--- config.mk ---
export PLATFORM = sky130hd
export DESIGN_NAME = uart_rx
export DESIGN_NICKNAME = d
export VERILOG_FILES = /design/src/rtl/uart_rx.sv
export SDC_FILE = /design/constraint.sdc
export NUM_CORES = 1
export LEC_CHECK = 0
export ABC_CLOCK_PERIOD_IN_PS = 2200
export CORE_AREA = 10 10 67 69
export CTS_CLUSTER_SIZE = 8
export DETAILED_ROUTE_END_ITERATION = 6
export DIE_AREA = 0 0 77 79
export HOLD_SLACK_MARGIN = 0.15
export PLACE_DENSITY = 0.71
export SETUP_SLACK_MARGIN = 0.15
export SLEW_MARGIN = 20
export SYNTH_ARGS = -nofsm -noshare
export SYNTH_HDL_FRONTEND = slang
export SYNTH_SLANG_ARGS = --single-unit
export TNS_END_PERCENT = 50
--- constraint.sdc ---
create_clock -name clk_i -period 2.2 [get_ports clk_i]
set_input_delay 0.44 -clock clk_i [delete_from_list [all_inputs] [get_ports clk_i]]
set_output_delay 0.44 -clock clk_i [all_outputs]
set_load 0.01 [all_outputs]
--- src/rtl/uart_rx.sv ---
// ---------------------------------------------------------------------------
// uart_rx -- oversampling asynchronous serial receiver.
//
// Recovers LSB-first frames (start, DATA_BITS data, [parity], stop) from an
// idle-high line. Timing comes from an external oversample strobe (one clk
// wide, OVERSAMPLE strobes per bit). Each bit is the 2-of-3 majority of the
// samples taken at strobe counts M-1, M and M+1 (M = OVERSAMPLE/2). The
// detecting strobe of the start edge counts as 0.
//
// Optional feature: define UART_RX_PARITY_EN to add an even-parity bit
// between the last data bit and the stop bit, checked into perr_o.
//
// Ports
//   clk_i      system clock, all state on the rising edge
//   rst_i      synchronous active-high reset, priority over all inputs
//   brg_stb_i  oversample strobe from the baud-rate generator
//   rxd_i      asynchronous serial line, idle high
//   ack_i      consumer acknowledge, clears vld_o and ovr_o
//   dat_o      last received word
//   vld_o      dat_o holds an unacknowledged word
//   ferr_o     framing error (stop bit sampled low) of the word in dat_o
//   ovr_o      sticky overrun: a word was overwritten before being acked
//   perr_o     parity mismatch of the word in dat_o (UART_RX_PARITY_EN only)
//   busy_o     receiver is inside a frame
// ---------------------------------------------------------------------------
module uart_rx #(
  parameter int unsigned DATA_BITS  = 8,
  parameter int unsigned OVERSAMPLE = 16
) (
  input  logic                 clk_i,
  input  logic                 rst_i,
  input  logic                 brg_stb_i,
  input  logic                 rxd_i,
  input  logic                 ack_i,
  output logic [DATA_BITS-1:0] dat_o,
  output logic                 vld_o,
  output logic                 ferr_o,
  output logic                 ovr_o,
`ifdef UART_RX_PARITY_EN
  output logic                 perr_o,
`endif
  output logic                 busy_o
);

  localparam int unsigned CNT_W = $clog2(OVERSAMPLE);
  localparam int unsigned IDX_W = $clog2(DATA_BITS);

  localparam logic [CNT_W-1:0] CNT_MAX = CNT_W'(OVERSAMPLE - 1);
  localparam logic [CNT_W-1:0] CNT_SA  = CNT_W'(OVERSAMPLE / 2 - 1);
  localparam logic [CNT_W-1:0] CNT_SB  = CNT_W'(OVERSAMPLE / 2);
  localparam logic [CNT_W-1:0] CNT_DEC = CNT_W'(OVERSAMPLE / 2 + 1);
  localparam logic [IDX_W-1:0] IDX_LAST = IDX_W'(DATA_BITS - 1);

  localparam logic [2:0] ST_IDLE   = 3'd0;
  localparam logic [2:0] ST_START  = 3'd1;
  localparam logic [2:0] ST_DATA   = 3'd2;
`ifdef UART_RX_PARITY_EN
  localparam logic [2:0] ST_PARITY = 3'd3;
`endif
  localparam logic [2:0] ST_STOP   = 3'd4;

  logic                 rxd_meta, rxd_s;
  logic [2:0]           state_q, state_n;
  logic [CNT_W-1:0]     cnt_q, cnt_n, cnt_inc;
  logic [IDX_W-1:0]     idx_q, idx_n;
  logic [DATA_BITS-1:0] shreg_q, shreg_n;
  logic [1:0]           samp_q, samp_n;
  logic                 armed_q, armed_n;
  logic                 bit_val, done, busy_n;
  logic [DATA_BITS-1:0] dat_n;
  logic                 vld_n, ferr_n, ovr_n;
`ifdef UART_RX_PARITY_EN
  logic                 par_q, par_n, perr_n;
`endif

  // Next-state, datapath and output computation.
  always_comb begin
    state_n = state_q;
    cnt_n   = cnt_q;
    idx_n   = idx_q;
    shreg_n = shreg_q;
    samp_n  = samp_q;
    armed_n = armed_q;
    dat_n   = dat_o;
    vld_n   = vld_o;
    ferr_n  = ferr_o;
    ovr_n   = ovr_o;
`ifdef UART_RX_PARITY_EN
    par_n   = par_q;
    perr_n  = perr_o;
`endif
    done    = 1'b0;
    cnt_inc = (cnt_q == CNT_MAX) ? '0 : cnt_q + CNT_W'(1);
    // Majority of the two stored samples and the live one at count M+1.
    bit_val = (samp_q[0] & samp_q[1]) | (samp_q[0] & rxd_s) | (samp_q[1] & rxd_s);

    if (brg_stb_i) begin
      if (state_q != ST_IDLE) begin
        cnt_n = cnt_inc;
        if (cnt_inc == CNT_SA) samp_n[0] = rxd_s;
        if (cnt_inc == CNT_SB) samp_n[1] = rxd_s;
      end
      case (state_q)
        ST_IDLE: begin
          // Start detection re-arms only after the line has been seen high,
          // so a break or a low stop bit cannot retrigger a frame.
          if (rxd_s) begin
            armed_n = 1'b1;
          end else if (armed_q) begin
            state_n = ST_START;
            cnt_n   = '0;
          end
        end
        ST_START: begin
          if (cnt_inc == CNT_DEC && bit_val) begin
            state_n = ST_IDLE;
            cnt_n   = '0;
          end else if (cnt_q == CNT_MAX) begin
            state_n = ST_DATA;
            idx_n   = '0;
          end
        end
        ST_DATA: begin
          if (cnt_inc == CNT_DEC) begin
            shreg_n = {bit_val, shreg_q[DATA_BITS-1:1]};
          end else if (cnt_q == CNT_MAX) begin
            if (idx_q == IDX_LAST) begin
`ifdef UART_RX_PARITY_EN
              state_n = ST_PARITY;
`else
              state_n = ST_STOP;
`endif
            end else begin
              idx_n = idx_q + IDX_W'(1);
            end
          end
        end
`ifdef UART_RX_PARITY_EN
        ST_PARITY: begin
          if (cnt_inc == CNT_DEC) begin
            par_n = bit_val;
          end else if (cnt_q == CNT_MAX) begin
            state_n = ST_STOP;
          end
        end
`endif
        ST_STOP: begin
          if (cnt_inc == CNT_DEC) begin
            state_n = ST_IDLE;
            cnt_n   = '0;
            armed_n = 1'b0;
            done    = 1'b1;
          end
        end
        default: begin
          state_n = ST_IDLE;
          cnt_n   = '0;
        end
      endcase
    end

    busy_n = (state_n != ST_IDLE);

    // Word completion wins over a plain ack; an ack in the same cycle only
    // suppresses the overrun.
    if (done) begin
      dat_n  = shreg_q;
      ferr_n = ~bit_val;
      vld_n  = 1'b1;
      ovr_n  = ack_i ? 1'b0 : (ovr_o | vld_o);
`ifdef UART_RX_PARITY_EN
      perr_n = ^{shreg_q, par_q};
`endif
    end else if (ack_i) begin
      vld_n = 1'b0;
      ovr_n = 1'b0;
    end
  end

  // State and output registers.
  always_ff @(posedge clk_i) begin
    if (rst_i) begin
      rxd_meta <= 1'b1;
      rxd_s    <= 1'b1;
      state_q  <= ST_IDLE;
      cnt_q    <= '0;
      idx_q    <= '0;
      shreg_q  <= '0;
      samp_q   <= '0;
      armed_q  <= 1'b0;
      dat_o    <= '0;
      vld_o    <= 1'b0;
      ferr_o   <= 1'b0;
      ovr_o    <= 1'b0;
      busy_o   <= 1'b0;
`ifdef UART_RX_PARITY_EN
      par_q    <= 1'b0;
      perr_o   <= 1'b0;
`endif
    end else begin
      rxd_meta <= rxd_i;
      rxd_s    <= rxd_meta;
      state_q  <= state_n;
      cnt_q    <= cnt_n;
      idx_q    <= idx_n;
      shreg_q  <= shreg_n;
      samp_q   <= samp_n;
      armed_q  <= armed_n;
      dat_o    <= dat_n;
      vld_o    <= vld_n;
      ferr_o   <= ferr_n;
      ovr_o    <= ovr_n;
      busy_o   <= busy_n;
`ifdef UART_RX_PARITY_EN
      par_q    <= par_n;
      perr_o   <= perr_n;
`endif
    end
  end

endmodule

==> results.sh <==
export IMPL_rows=21
export IMPL_vias=1337
export IMPL_tightestPinTransition_ns=0.524
export IMPL_nFillCells=297
export IMPL_relSlewSlack_pct=65.0
export IMPL_h_tree_depth=2
export IMPL_root_buffer="clkbuf_4"
export IMPL_status="finished, final reports clean"
export IMPL_cpLargestDelayFamily="compound AO/OA/AOI/OAI gates"
export IMPL_initial_utilization_pct=48.5
export IMPL_syn_inst=176
export IMPL_rsz0062_at_grt="yes"
export IMPL_ant_nets=0
export IMPL_grt_max_degree=23
export IMPL_cp_end_kind="flip-flop"
export IMPL_grt_pass1_wl_um=5860
export IMPL_powerDensity_mw_per_mm2=578
export IMPL_p_sw_share_pct=21.6
export IMPL_diodes=0
export IMPL_period_minus_slack_ns=1.97
export IMPL_hp_start="rxd_meta$_SDFF_PP1_"
export IMPL_cap_violations=0
export IMPL_syn_area_mm2=0.00157
export IMPL_critPathMaxFanout=5
export IMPL_wl_um=3430
export IMPL_clk_latency_ns=0.34
export IMPL_dp_slack_ns=0.00444
export IMPL_area_growth_pct=25.8
export IMPL_switchingPower_mw=0.246
export IMPL_crit_arrival_ns=2.26
export IMPL_grt_util_all_layers_pct=11.6
export IMPL_slew_violations=0
export IMPL_path_buf_inv=0
export IMPL_synth_top_area_share_pct=44.7
export IMPL_tns_ns=0
export IMPL_cts_buffer_depth=2
export IMPL_crit_chain="maj3_2 > or3b_1 > a211o_1 > a2111oi_4 > a22o_1"
export IMPL_ys_seq_area_share_pct=44.7
export IMPL_synth_seq_cells=35
export IMPL_period_share_pct=89.4
export IMPL_whs_ns=0.417
export IMPL_clock_sinks=35
export IMPL_placed_area_mm2=0.00183
export IMPL_slowest_delay_ns=0.37
export IMPL_io_pins=17
export IMPL_min_path_cells=1
export IMPL_startpoint_type="flip-flop"
export IMPL_post_route_drc_count=0
export IMPL_combPwrFrac_pct=3.7
export IMPL_die_area_mm2=0.00608
export IMPL_crit_type="reg -> reg"
export IMPL_crit_required_ns=2.49
export IMPL_pwr_share_clk_pct=40.3
export IMPL_fin_worst_skew_ns=0.00970
export IMPL_hold_path_end="rxd_s$_SDFF_PP1_"
export IMPL_cts_hold_buf=0
export IMPL_overflow=0
export IMPL_routabilityCongestion=0.851
export IMPL_setup_viol=0
export IMPL_reg2regPathDepth=5
export IMPL_synth_net_count=187
export IMPL_reg2reg_from="rxd_s$_SDFF_PP1_"
export IMPL_avgSynthCellArea_um2=8.90
export IMPL_timing_final_ws_setup_ns=0.232
export IMPL_num_nets_final=214
export IMPL_synth_area_leader_cell="dfxtp_1"
export IMPL_placedCellCount=239
export IMPL_ys_warn_count=0
export IMPL_r2r_setup_slack_ns=0.23
export IMPL_clkTransAtPathRegs_ns=0.11
export IMPL_antenna_found_initial=0
export IMPL_die_w_um=77
export IMPL_core_area_mm2=0.00323
export IMPL_cts_tree="done"
export IMPL_fmax_mhz=508
export IMPL_dpl_hpwl_um=2480
export IMPL_portBuffers=16
export IMPL_synthTopCellsByArea="dfxtp_1 45%, mux2i_1 7.0%, a21oi_1 6.1%"
export IMPL_die_h_um=79
export IMPL_cellLeakagePower_nw=0.783
export IMPL_cts_buffers=5
export IMPL_layoutNonFillerInstCount=250
export IMPL_first_pass_iters=4
export IMPL_final_util_pct=61.0
export IMPL_drtIter0Drc=112
export IMPL_layout_drive_gt1_share_pct=17.2
export IMPL_grt_pass1_vias=1327
export IMPL_r2r_end="cnt_q[1]$_SDFFE_PP0P_"
export IMPL_intPower_mw=0.892
export IMPL_p_total_mw=1.14
export IMPL_pwr_share_seq_pct=56.0
export IMPL_avgViaCountPerCell=5.35
export IMPL_hold_violations=0
export IMPL_slowest_stage="a2111oi_4"
export IMPL_irDropWorstVdd_v=0.000372
export IMPL_wl_per_cell_um=13.7
export IMPL_yosys_cell_types_count=37
export IMPL_fin_area_mm2=0.00197
export IMPL_holdCritPathClass="reg -> reg"
sequential cells by signal, indices dropped and copies added, names as in the netlist:
name      count
rxd_s         1
vld_o         1
cnt_q         4
armed_q       1
idx_q         3
ferr_o        1
busy_o        1
samp_q        2
rxd_meta      1
shreg_q       8
state_q       3
dat_o         8
ovr_o         1
repair_timing:
item | CTS | global route
buffers inserted | 2 | 1
gates resized for setup | 4 | 9
endpoints found under the setup margin | 4 | 16
pin swaps | 3 | 4
layout by cell type, fill, tap and decap left out, types with 2 or more instances in the layout:
cell type	n
clkbuf_4	5
a21oi_1	19
nand3_1	6
and3_1	2
or2_2	2
nor3_1	4
nand2b_1	5
nor2_1	17
dfxtp_4	2
clkdlybuf4s50_1	16
dfxtp_1	33
buf_4	12
a22o_1	3
o21ai_0	5
mux2i_1	11
ha_1	4
inv_1	5
nand2_1	21
xnor2_1	2
synthesized netlist by cell type:
master      n
or4b_2      1
xnor2_1     2
xor2_1      1
mux2i_1    11
ha_1        6
a41oi_1     1
a21oi_1    19
nor2_1     17
nor4bb_1    1
inv_1       6
maj3_2      1
dfxtp_1    35
o21ai_0     5
a2111oi_4   1
nand2b_1    5
nor2b_1     1
nand4_1     1
nand2_1    21
nand3_1     6
a22oi_1     1
o31a_1      1
or2_2       2
clkbuf_1    9
nor4_1      1
and3b_1     1
a31oi_1     1
or3b_1      1
a22o_1      3
o31ai_1     1
a211oi_1    1
a311oi_1    2
a211o_1     1
a21boi_0    1
a41o_1      1
and3_1      2
and4_1      2
nor3_1      4
worst max-delay path by stage:
stage,start,endpoint,depth (start not counted)
global placement,brg_stb_i,samp_q[1]$_SDFFE_PP0P_,6
CTS,cnt_q[1]$_SDFFE_PP0P_,cnt_q[1]$_SDFFE_PP0P_,7
detailed placement,brg_stb_i,samp_q[1]$_SDFFE_PP0P_,6
global route,cnt_q[1]$_SDFFE_PP0P_,idx_q[0]$_SDFFE_PP0P_,9
finish,rxd_s$_SDFF_PP1_,cnt_q[1]$_SDFFE_PP0P_,5
floorplan,brg_stb_i,samp_q[1]$_SDFFE_PP0P_,6
power by group through the flow:
stage / logic (mW) / clock network, mW / registers [mW]
global route: 0.0461 / 0.495 / 0.638
finish: 0.0423 / 0.458 / 0.638
floorplan: 0.0242 / 0 / 0.654
detailed placement: 0.0411 / 0 / 0.655
global placement: 0.0402 / 0 / 0.654
CTS: 0.0419 / 0.471 / 0.639
per-layer routing:
metal	vias to the layer above	share of wire [%]	global-route usage [%]
met4	0	2.3	4.38
met2	22	50	20.6
met5	-	0	0
met1	629	43	12.1
li1	676	-	-
met3	10	4.8	4.73
cell families (layout without fill, tap and decap cells):
logic type / Yosys count / in the layout / synth area share (%)
AOI/OAI and AO/OA: 39 / 39 / 16.9
xor gates and xnor gates: 3 / 3 / 1.68
adders and majority gates: 7 / 7 / 5.51
buffers and inverters: 15 / 43 / 3.59
DFF: 35 / 35 / 44.7
muxes: 11 / 11 / 7.03
and+or+nand+nor: 66 / 66 / 20.6
cell type report:
cell class	count	area, um2	area share (%)
inverters	6	22.5	1.14
flip-flops and latches	35	708	35.9
clock inverters	3	43.8	2.22
clock buffers	5	37.5	1.90
well taps	46	57.6	2.92
multi-input cells	126	840	42.6
repair buffers	29	262	13.3
(Power assumes the default switching activity.)
